## src/rtl/seven_seg_scan_pkg.sv

```systemverilog
// Shared definitions for the 8-digit seven-segment scan controller.
// Digit count, anode encoding, slot states and the display word bundle.
package seven_seg_scan_pkg;

    localparam int NUM_DIGITS       = 8;
    localparam logic [7:0] ANODE_OFF = 8'hFF;

    localparam int DEF_SCAN_DIV     = 100000;
    localparam int DEF_BLANK_CYCLES = 1000;

    typedef enum logic {
        BLANK,
        SHOW
    } slot_t;

    typedef struct packed {
        logic [31:0] data;
        logic [7:0]  point_mask;
        logic [7:0]  digit_en;
    } disp_t;

endpackage

```

## src/rtl/seven_seg_scan_if.sv

```systemverilog
// Display bus between the CPU/debug datapath and the scan controller.
// The master side loads display words; the slave side drives the decoder.
interface seven_seg_scan_if;

    logic [31:0] data;
    logic        load;
    logic [7:0]  point_mask;
    logic [7:0]  digit_en;
    logic        lz_blank;
    logic [3:0]  num;
    logic        point;
    logic [7:0]  an;
    logic        frame_done;

    modport master (
        output data, load, point_mask, digit_en, lz_blank,
        input  num, point, an, frame_done
    );

    modport slave (
        input  data, load, point_mask, digit_en, lz_blank,
        output num, point, an, frame_done
    );

endinterface

```

## src/rtl/seven_seg_lz_mask.sv

```systemverilog
// Leading-zero suppression mask for the active display word.
// A digit is suppressed when it and all digits above it are zero.
module seven_seg_lz_mask
    import seven_seg_scan_pkg::*;
(
    input  logic [31:0]           data,
    input  logic [NUM_DIGITS-1:0] point_mask,
    input  logic                  lz_blank,
    output logic [NUM_DIGITS-1:0] suppress
);

    always_comb begin : scan
        logic zero;
        zero     = 1'b1;
        suppress = '0;
        for (int k = NUM_DIGITS - 1; k >= 0; k--) begin
            zero = zero && (data[4*k +: 4] == 4'h0);
            // a lit point keeps its digit, and digit 0 always shows
            suppress[k] = lz_blank && zero && !point_mask[k] && (k != 0);
        end
    end

endmodule

```

## src/rtl/seven_seg_scan.sv

```systemverilog
// Time-multiplexed scan controller for an 8-digit common-anode display.
// Display words are double-buffered and swapped only at frame boundaries.
module seven_seg_scan
    import seven_seg_scan_pkg::*;
#(
    parameter int SCAN_DIV     = DEF_SCAN_DIV,
    parameter int BLANK_CYCLES = DEF_BLANK_CYCLES
) (
    input logic            clk,
    input logic            rst_n,
    seven_seg_scan_if.slave bus
);

    localparam int CW = $clog2(SCAN_DIV);
    localparam logic [CW-1:0] CNT_LAST = CW'(SCAN_DIV - 1);
    localparam logic [CW-1:0] CNT_SHOW = CW'(BLANK_CYCLES);

    logic [CW-1:0]         cnt;
    logic [2:0]            idx;
    disp_t                 pending;
    disp_t                 active;
    disp_t                 incoming;
    logic                  pending_flag;
    logic                  slot_end;
    logic                  boundary;
    slot_t                 slot;
    logic [NUM_DIGITS-1:0] suppress;
    logic [NUM_DIGITS-1:0] visible;

    assign incoming = {bus.data, bus.point_mask, bus.digit_en};
    assign slot_end = (cnt == CNT_LAST);
    assign boundary = slot_end && (idx == 3'd7);
    assign slot     = (cnt < CNT_SHOW) ? BLANK : SHOW;

    seven_seg_lz_mask u_lz_mask (
        .data       (active.data),
        .point_mask (active.point_mask),
        .lz_blank   (bus.lz_blank),
        .suppress   (suppress)
    );

    assign visible = active.digit_en & ~suppress;

    always_ff @(posedge clk) begin
        if (!rst_n) begin
            cnt            <= '0;
            idx            <= '0;
            pending        <= '0;
            active         <= '0;
            pending_flag   <= 1'b0;
            bus.num        <= 4'h0;
            bus.point      <= 1'b0;
            bus.an         <= ANODE_OFF;
            bus.frame_done <= 1'b0;
        end else begin
            cnt <= slot_end ? '0 : cnt + 1'b1;
            if (slot_end) begin
                idx <= idx + 3'd1;
            end
            bus.frame_done <= boundary;

            // a load on the boundary itself bypasses the pending buffer
            if (boundary) begin
                pending_flag <= 1'b0;
                if (bus.load) begin
                    active <= incoming;
                end else if (pending_flag) begin
                    active <= pending;
                end
            end else if (bus.load) begin
                pending      <= incoming;
                pending_flag <= 1'b1;
            end

            if (cnt == '0) begin
                bus.num   <= active.data[{idx, 2'b00} +: 4];
                bus.point <= active.point_mask[idx];
            end

            unique case (slot)
                BLANK: bus.an <= ANODE_OFF;
                SHOW:  bus.an <= visible[idx] ? ~(8'h01 << idx) : ANODE_OFF;
            endcase
        end
    end

endmodule
```

## src/flat_wrapper.sv

```systemverilog
// flat-port wrapper written by rule: the top's interface ports become plain ports
module seven_seg_scan_flat import seven_seg_scan_pkg::*;
#(
    parameter int SCAN_DIV     = DEF_SCAN_DIV,
    parameter int BLANK_CYCLES = DEF_BLANK_CYCLES
)
  (clk, rst_n, bus_data, bus_load, bus_point_mask, bus_digit_en, bus_lz_blank, bus_num, bus_point, bus_an, bus_frame_done);
  seven_seg_scan_if bus_i ();
  input logic clk;
  input logic rst_n;
  input wire logic [$bits(bus_i.data)-1:0] bus_data;
  input wire logic [$bits(bus_i.load)-1:0] bus_load;
  input wire logic [$bits(bus_i.point_mask)-1:0] bus_point_mask;
  input wire logic [$bits(bus_i.digit_en)-1:0] bus_digit_en;
  input wire logic [$bits(bus_i.lz_blank)-1:0] bus_lz_blank;
  output wire logic [$bits(bus_i.num)-1:0] bus_num;
  output wire logic [$bits(bus_i.point)-1:0] bus_point;
  output wire logic [$bits(bus_i.an)-1:0] bus_an;
  output wire logic [$bits(bus_i.frame_done)-1:0] bus_frame_done;
  assign bus_i.data = bus_data;
  assign bus_i.load = bus_load;
  assign bus_i.point_mask = bus_point_mask;
  assign bus_i.digit_en = bus_digit_en;
  assign bus_i.lz_blank = bus_lz_blank;
  assign bus_num = bus_i.num;
  assign bus_point = bus_i.point;
  assign bus_an = bus_i.an;
  assign bus_frame_done = bus_i.frame_done;
  seven_seg_scan #(.SCAN_DIV(SCAN_DIV), .BLANK_CYCLES(BLANK_CYCLES)) u_core (.clk(clk), .rst_n(rst_n), .bus(bus_i));
endmodule
```

## config.mk

```make
export PLATFORM = sky130hd
export DESIGN_NAME = seven_seg_scan_flat
export DESIGN_NICKNAME = d
export VERILOG_FILES = /design/src/rtl/seven_seg_scan_pkg.sv /design/src/rtl/seven_seg_scan_if.sv /design/src/rtl/seven_seg_lz_mask.sv /design/src/rtl/seven_seg_scan.sv /design/src/flat_wrapper.sv
export SDC_FILE = /design/constraint.sdc
export NUM_CORES = 1
export LEC_CHECK = 0
export ABC_AREA = 1
export CORE_MARGIN = 3
export CORE_UTILIZATION = 50
export CTS_CLUSTER_SIZE = 25
export DETAILED_ROUTE_END_ITERATION = 8
export GPL_ROUTABILITY_DRIVEN = 0
export HOLD_SLACK_MARGIN = 0.03
export PLACE_DENSITY = 0.69
export SYNTH_ARGS = -nofsm -noshare
export SYNTH_HDL_FRONTEND = slang
export SYNTH_SLANG_ARGS = --single-unit
```

## constraint.sdc

```tcl
create_clock -name clk -period 5.5 [get_ports clk]
set_clock_uncertainty 0.1 [all_clocks]
set_input_delay 0.825 -clock clk [delete_from_list [all_inputs] [get_ports clk]]
set_output_delay 0.825 -clock clk [all_outputs]
set_load 0.1 [all_outputs]
```

# Word-level counts from Yosys, hierarchy flattened
# Cells that the tools add are included.
[word_totals]
ff_bits = 131
input_bits = 52
elab_cells = 76
[op_classes]
addsub = 2
n_lt_le_gt_ge = 2
n_eq_ne = 2
n_shift = 2
n_mux = 9
bitwise_logic = 5
reduce_logical = 41
[ops]
columns = ["operator", "n"]
rows = [
  ["$mux 48", 2],
  ["$shiftx 32x6->4", 1],
  ["$logic_not 4->1", 7],
  ["$logic_and 1x1->1", 21],
  ["$add 17x1->17 const B", 1],
  ["$eq 17x17->1 const B", 1],
  ["$logic_not 17->1", 1],
  ["$lt 17x10->1 const B", 1],
  ["$not 8->8", 2],
  ["$pmux 8 s2", 1],
  ["$and 8x8->8", 1],
  ["$mux 8", 1],
  ["$shl 1x3->8 const A", 1],
  ["$logic_not 1->1", 7],
  ["$bmux 1 s3", 2],
  ["$lt 3x4->1 const B", 1],
  ["$reduce_and 2->1", 2],
  ["$reduce_or 2->1", 2],
  ["$add 3x1->3 const B", 1],
  ["$eq 3x3->1 const B", 1],
  ["$mux 1", 3],
  ["$not 1->1", 2],
  ["$reduce_bool 2->1", 1],
]

# Depth between registers and ports, before layout
# Gate-level depths: netlist (run 1).
[depth]
word_depth = 15
depth_mapped = 11

# Hierarchy
# Synthesis (run 1) repeated with hierarchy kept, for this count alone.
[hier_totals]
hier_cells = 1006
hier_area_um2 = 6836.6
[modules_own_cells]
columns = ["mod", "n_inst", "cells_per_inst", "area_each_um2", "seq_area_each_um2"]
rows = [
  ["seven_seg_scan", 1, 966, 6633.9, 2622.5],
  ["seven_seg_lz_mask", 1, 40, 202.7, 0.0],
]

# Least setup slack after synthesis (run 1)
# Ideal clock, no wire load.
[synth_timing]
kind = "input port to flip-flop"
start = "in bus_load"
end = "reg u_core.active[2] (netlist bit)"
t_arrival_ns = 1.935
required_ns = 5.330
path_slack_ns = 3.395
stages = 8
n_path_buf = 3
cell_sequence = "clkbuf_1 > inv_1 > clkbuf_1 > clkbuf_1 > nand2_1 > nand2_1 > o21ai_0 > a21oi_1"
[synth_via]
elab_chain_cells = 2
[synth_rtl]
columns = ["item", "line", "source"]
rows = [
  ["from (decl)", "flat_wrapper.sv:12", "input wire logic [$bits(bus_i.load)-1:0] bus_load;"],
  ["$reduce_bool 2->1 (no source line)", "--", ""],
  ["$reduce_and 2->1 (no source line)", "--", ""],
  ["to (signal assigned)", "seven_seg_scan.sv:66", "active <= incoming;"],
  ["to (signal assigned)", "seven_seg_scan.sv:68", "active <= pending;"],
  ["to (decl)", "seven_seg_scan.sv:21", "disp_t active;"],
]
# Several ways; a longest one is shown, not always the timed one.
# A chain may end at the register's enable or synchronous reset.

# Worst setup path after layout (run 1)
[layout_timing]
start = "reg u_core.idx[0]"
end = "reg u_core.pending[40] (netlist bit)"
[layout_via]
elab_chain_cells = 4
[layout_rtl]
columns = ["item", "line", "source"]
rows = [
  ["from (decl)", "seven_seg_scan.sv:19", "logic [2:0] idx;"],
  ["from (signal assigned)", "seven_seg_scan.sv:58", "idx <= idx + 3'd1;"],
  ["$eq 3x3->1", "seven_seg_scan.sv:32", "assign boundary = slot_end && (idx == 3'd7);"],
  ["$logic_and 1x1->1", "seven_seg_scan.sv:32", ""],
  ["$not 1->1 (no source line)", "--", ""],
  ["$reduce_and 2->1 (no source line)", "--", ""],
  ["to (signal assigned)", "seven_seg_scan.sv:71", "pending <= incoming;"],
  ["to (decl)", "seven_seg_scan.sv:20", "disp_t pending;"],
]
# Every way passes these cells.

==> results by group, run 1 <==
Status
  • Run status: finished, final reports clean

Clock network
  • Setup Buffers After CTS: 0
  • CTS Buf Count: 17
  • CTS resizes: 0
  • H-tree levels: 4
  • Clock transition at path regs: 0.05 ns
  • Clock Path Buffers: 2
  • TritonCTS clock tree: yes
  • Worst-skew pair later-pin latency: around 0.42 ns
  • Clock root buffer: clkbuf_16
  • # hold bufs at CTS: 0
  • Sink Count: 131

STA
  • Relative slew slack: roughly a third
  • Final Setup Violations: 0
  • Worst Tran Pin Value: 0.976 ns
  • Min cycle time layout: 3.48 ns
  • Post-route clock period utilization: 63.2%
  • Fmax: 288 MHz
  • Final Hold Viols: 0
  • TNS Setup: 0 ns
  • RSZ-0062 raised after global routing: no
  • WHS: 0.366 ns
  • Final Worst Setup Slack: 2.02 ns
  • Slew Limit Fails: 0

Detailed routing
  • Routed Antenna Nets: 0
  • WL/cell: ~14 um
  • Total Wirelength: 15300 um
  • Pre-antenna DRT Iters: 5
  • DRT iter0 DRCs: around 510
  • Via Count: 5869
  • Vias per inst: 5.53
  • Number of remaining DRC errors: 0

Setup path
  • Crit-path slowest cell: dfxtp_1
  • Worst Path Max Fanout: 49
  • Critical Path Sink Type: flip-flop
  • CP delay by family, top: buffers and inverters
  • CP cell instances: ha_1 -> ha_1 -> inv_1 -> nor2_4 -> buf_4 -> inv_1 -> buf_4 -> nand3_1 -> a21oi_1
  • CP required: 5.68 ns
  • WP buf/inv: 4
  • Setup crit start kind: flip-flop
  • Crit path kind: flip-flop to flip-flop
  • Crit path arrival time: 3.65 ns
  • Crit-path max cell delay: 0.94 ns

Place
  • Placement Cell Area: about 0.0067 mm2
  • Buffers on Ports: 65
  • DP HPWL: 10300 um
  • Placement Setup Slack: approximately 2.1 ns

Pwr
  • LEAKAGE: 2.88 nW
  • Power Dens Cells: 298 mW/mm2
  • VDD IR max: between 0.15 and 0.2 mV

Synth
  • Synth top area cells: dfxtp_1, nand2_1, a21oi_1, o21ai_0, nand3_1
  • Post-synthesis cell count: approximately 880
  • Cell area after synthesis: 0.00614 mm2
  • Syn_nets: 941
  • Most common cell in the netlist: nand2_1
  • Yosys Warn Count: 0
  • FF+latch count, synth: 131
  • Asr flop ratio synth: 0%
  • Mean Syn Cell Area: 6.97 um2
  • Synth Flop Type: dfxtp_1
  • Post-synth top area cell: dfxtp_1
  • Post-synth top cells: nand2_1, a21oi_1, dfxtp_1
  • Unique masters post-synth: 32
  • Sequential-to-total area share from yosys stat: 42.7%
  • Area share of the leading cell type in the synthesized netlist: 42.7%
  • EDFF count, synth: 0

Floorplanning
  • Die H: 117 um
  • IO Pins: 66
  • Die footprint: ~0.014 mm2
  • Core region area: 0.0117 mm2
  • Initial Util: between 50% and 60%
  • # rows: 39
  • Die X: around 120 um

Finish
  • Layout Nets: 968
  • Fillers: ~1100
  • Post-Layout Inst Area: 0.00722 mm2
  • Share of cells above drive strength 1: 4.79%
  • Diode count: 0
  • Area growth from synthesis to layout: 17.6%

Global route
  • First-pass GRT wire length: 25200 um
  • Largest net degree at the start of global routing: 80
  • Total track usage: 23.3%
  • Antenna violations before repair: 0
  • Vias in the first global route: between 5000 and 6000
  • Gr ovfl total: 0

Flow run
  • Max-cap violation count: 0

Hold path
  • Min-delay worst type: flip-flop to flip-flop
## layout by cell type, fill, tap and decap left out, drive strengths merged
master           n
nor4             6
clkbuf          23
xor2             1
o211ai           3
nand4            8
dfxtp          131
bufinv           1
clkinv           7
nand3           87
a211oi           3
inv             64
a21oi          134
o21ai          123
xnor2            1
buf              7
nor3             8
ha               8
or2              4
clkdlybuf4s50   64
nor2            50
nand2          186
## path summary, 6_finish.rpt
check	from	endpoint	slack, ns	cells past startpoint
hold / removal	u_core.bus.num[0]	u_core.bus.num[0]	0.37	2
setup / recovery	u_core.idx[0]	u_core.pending[40]	2.02	9
hold reg to reg	u_core.bus.num[0]	u_core.bus.num[0]	0.37	2
setup reg to reg	u_core.idx[0]	u_core.pending[40]	2.02	9
## through the flow
stage          std cells  utilization [%]  power [mW]
3_3_place_gp        1032             57.3        1.15
2_1_floorplan        881                -        1.09
3_5_place_dp        1032             57.3        1.16
4_1_cts             1062             61.7        2.17
5_1_grt             1062             61.7        2.23
6_report            1062             61.7        2.15
## power by group
group	internal [mW]	total (mW)	switching, mW
Combinational	0.0689	0.158	0.0887
Clock	0.621	1.01	0.393
Sequential	0.971	0.982	0.0105
## cells by family after synthesis
logic type               count (synthesis)  synth area share (%)
AND/OR/NAND/NOR                        349                  24.8
AO/OA/AOI/OAI                          263                  21.7
flip-flops                             131                  42.7
buffers and inverters                  128                  8.98
adder cells (fa/ha/maj)                  8                  1.63
XOR/XNOR                                 2                 0.285
## area by class of cell
type | instances | area [um2] | share of cell area (%)
Clock buffer | 23 | 458 | 6.34
Clock inverter | 7 | 60.1 | 0.831
Inverter | 65 | 244 | 3.38
Multi-Input combinational cell | 622 | 2970 | 41.1
Sequential cell | 131 | 2620 | 36.3
Tap cell | 143 | 179 | 2.48
Timing Repair Buffer | 71 | 691 | 9.56
## worst min-delay path, cell delays in order, from the launching register on
cell	delay, ns
dfxtp_1	0.30
nand2_1	0.06
a21oi_1	0.06
## state kept, by name (all words and copies together) (netlist names)
register	cells
u_core.bus.point	1
u_core.idx	3
u_core.cnt	17
u_core.bus.num	4
u_core.pending_flag	1
u_core.bus.frame_done	1
u_core.bus.an	8
u_core.active	48
u_core.pending	48
## per-layer routing
layer / GRT usage, % / routed length (um) / vias up
met5: 0 / 0 / -
met4: 6.57 / 189 / 0
met3: 6.12 / 872 / 17
met2: 35.4 / 6750 / 159
met1: 32.8 / 7520 / 2703
li1: - / - / 2990
Power figures use the tool's default switching activity.
==> inputs of run 2 (changes only) <==
- PLACE_DENSITY: 0.69 -> 0.72
- clock period: 5.5 -> 3 ns (I/O delays scaled with it)
==> results by group, run 2 (synthesized netlist as in run 1, its figures left out) <==
Finish
  • Largest regs: u_core.active (48), u_core.pending (48), u_core.cnt (17)
  • Post-Layout Inst Area: roughly 0.0073 mm2
  • Area growth from synthesis to layout: 18.4%
  • Commonest cells after routing, fill and taps aside: nand2_1, a21oi_1, dfxtp_1
  • Fillers: 1073
  • Commonest non-fill, non-tap cell in the layout: nand2_1
  • Layout Nets: 974
  • Share of cells above drive strength 1: 7.02%
  • Diode count: 0

Clock network
  • CTS Buf Count: 17
  • Clock Path Buffers: 2
  • TritonCTS clock tree: yes
  • # hold bufs at CTS: 0
  • Sink Count: 131
  • H-tree levels: 4
  • Worst-skew pair later-pin latency: 0.41 ns
  • Clock root buffer: clkbuf_16
  • Setup Buffers After CTS: 0
  • CTS resizes: 0
  • Clock transition at path regs: about 0.05 ns

STA
  • Post-route clock period utilization: approximately four fifths
  • Fmax: 408 MHz
  • RSZ-0062 raised after global routing: no
  • Final Hold Viols: 0
  • Worst Tran Pin Value: 0.864 ns
  • Final Setup Violations: 0
  • Final Worst Setup Slack: 0.548 ns
  • Min cycle time layout: 2.45 ns
  • Relative slew slack: 41.9%
  • Slew Limit Fails: 0
  • TNS Setup: 0 ns

Floorplanning
  • Die X: 117 um
  • Initial Util: between 50% and 60%
  • Die H: 117 um
  • Die footprint: between 0.01 and 0.015 mm2
  • Core region area: 0.0117 mm2
  • # rows: 39
  • IO Pins: 66

Global route
  • Gr ovfl total: 0
  • First-pass GRT wire length: 25300 um
  • Antenna violations before repair: 0
  • Total track usage: 23.4%
  • Vias in the first global route: 5348
  • Largest net degree at the start of global routing: 97

Detailed routing
  • Via Count: 5915
  • Routed Antenna Nets: 0
  • WL/cell: approximately 14 um
  • Total Wirelength: roughly 15000 um
  • DRT iter0 DRCs: 477
  • Number of remaining DRC errors: 0
  • Pre-antenna DRT Iters: 5
  • Vias per inst: 5.53

Pwr
  • Combinational power share: 7.3%
  • Sw frac: 22.0%
  • Clock Power Share: a little under half
  • Psw: around 0.88 mW
  • Power Dens Cells: around 550 mW/mm2
  • Internal: 3.13 mW
  • VDD IR max: 0.344 mV
  • Share of power burned in registers: 44.9%
  • LEAKAGE: 2.94 nW

Setup path
  • CP required: 3.17 ns
  • Crit path kind: flip-flop to flip-flop
  • Crit path arrival time: 2.62 ns
  • Worst Path Max Fanout: slightly below 80
  • Critical Path Sink Type: flip-flop
  • Setup crit start kind: flip-flop

Place
  • Placement Setup Slack: slightly above 0.6 ns
  • Buffers on Ports: 65
  • Placement Cell Area: 0.00673 mm2
  • DP HPWL: about 10000 um

Hold path
  • Min-delay worst type: flip-flop to flip-flop

Flow run
  • Max-cap violation count: 0

Status
  • Run status: finished, final reports clean
-- run 2: cell count changes in the layout (fill, tap and decap cells not counted), sizes merged --
cell	before	now
clkdlybuf4s50	64	50
clkinv	7	5
buf	7	27
clkbuf	23	26
-- run 2: power by group through the flow --
| stage | clock network (mW) | logic, mW | registers [mW] |
|---|---|---|---|
| 3_5_place_dp | 0 | 0.290 | 1.84 |
| 5_1_grt | 2.03 | 0.330 | 1.80 |
| 6_report | 1.92 | 0.292 | 1.80 |
| 3_3_place_gp | 0 | 0.285 | 1.83 |
| 4_1_cts | 1.95 | 0.292 | 1.80 |
| 2_1_floorplan | 0 | 0.172 | 1.83 |
-- run 2: worst paths after layout --
kind / start / endpoint / slack [ns] / cells past startpoint
max reg2reg: u_core.cnt[0] / u_core.active[24] / 0.55 / 8
min reg2reg: u_core.active[30] / u_core.active[30] / 0.36 / 2
max: u_core.cnt[0] / u_core.active[24] / 0.55 / 8
min: u_core.active[30] / u_core.active[30] / 0.36 / 2
-- run 2: area by class of cell --
class / count / area [um2] / area share (%)
multi-input cells: 622 / 2970 / 40.8
flip-flops and latches: 131 / 2620 / 36.0
repair buffers: 77 / 713 / 9.80
clock buffers: 26 / 499 / 6.86
inverters: 65 / 244 / 3.35
well taps: 143 / 179 / 2.46
clock inverters: 5 / 50.0 / 0.688
-- run 2: per-stage QoR --
stage / utilization [%] / hold WS [ns] / cells / total power, mW
2_1_floorplan: - / 0.330 / 881 / 2.00
3_3_place_gp: 57.5 / 0.346 / 1038 / 2.12
3_5_place_dp: 57.5 / 0.354 / 1038 / 2.13
4_1_cts: 62.1 / 0.364 / 1069 / 4.04
5_1_grt: 62.1 / 0.383 / 1069 / 4.17
6_report: 62.1 / 0.362 / 1069 / 4.01
-- run 2: per-layer routing --
layer  routed length [um]  global-route usage, %
met1                 7240                   32.4
met2                 6780                   36.0
met3                  949                   5.30
met4                  253                   8.49
met5                    0                      0
-- run 2: critical path, cell delays in order, from the launching register on --
cell and delay [ns]:
dfxtp_1 0.38, ha_1 0.19, nand2_1 0.11, nor2_2 0.26, nand3_2 0.19, nor2_4 0.20, nand2_4 0.37, o21ai_0 0.39
a21oi_1 0.09
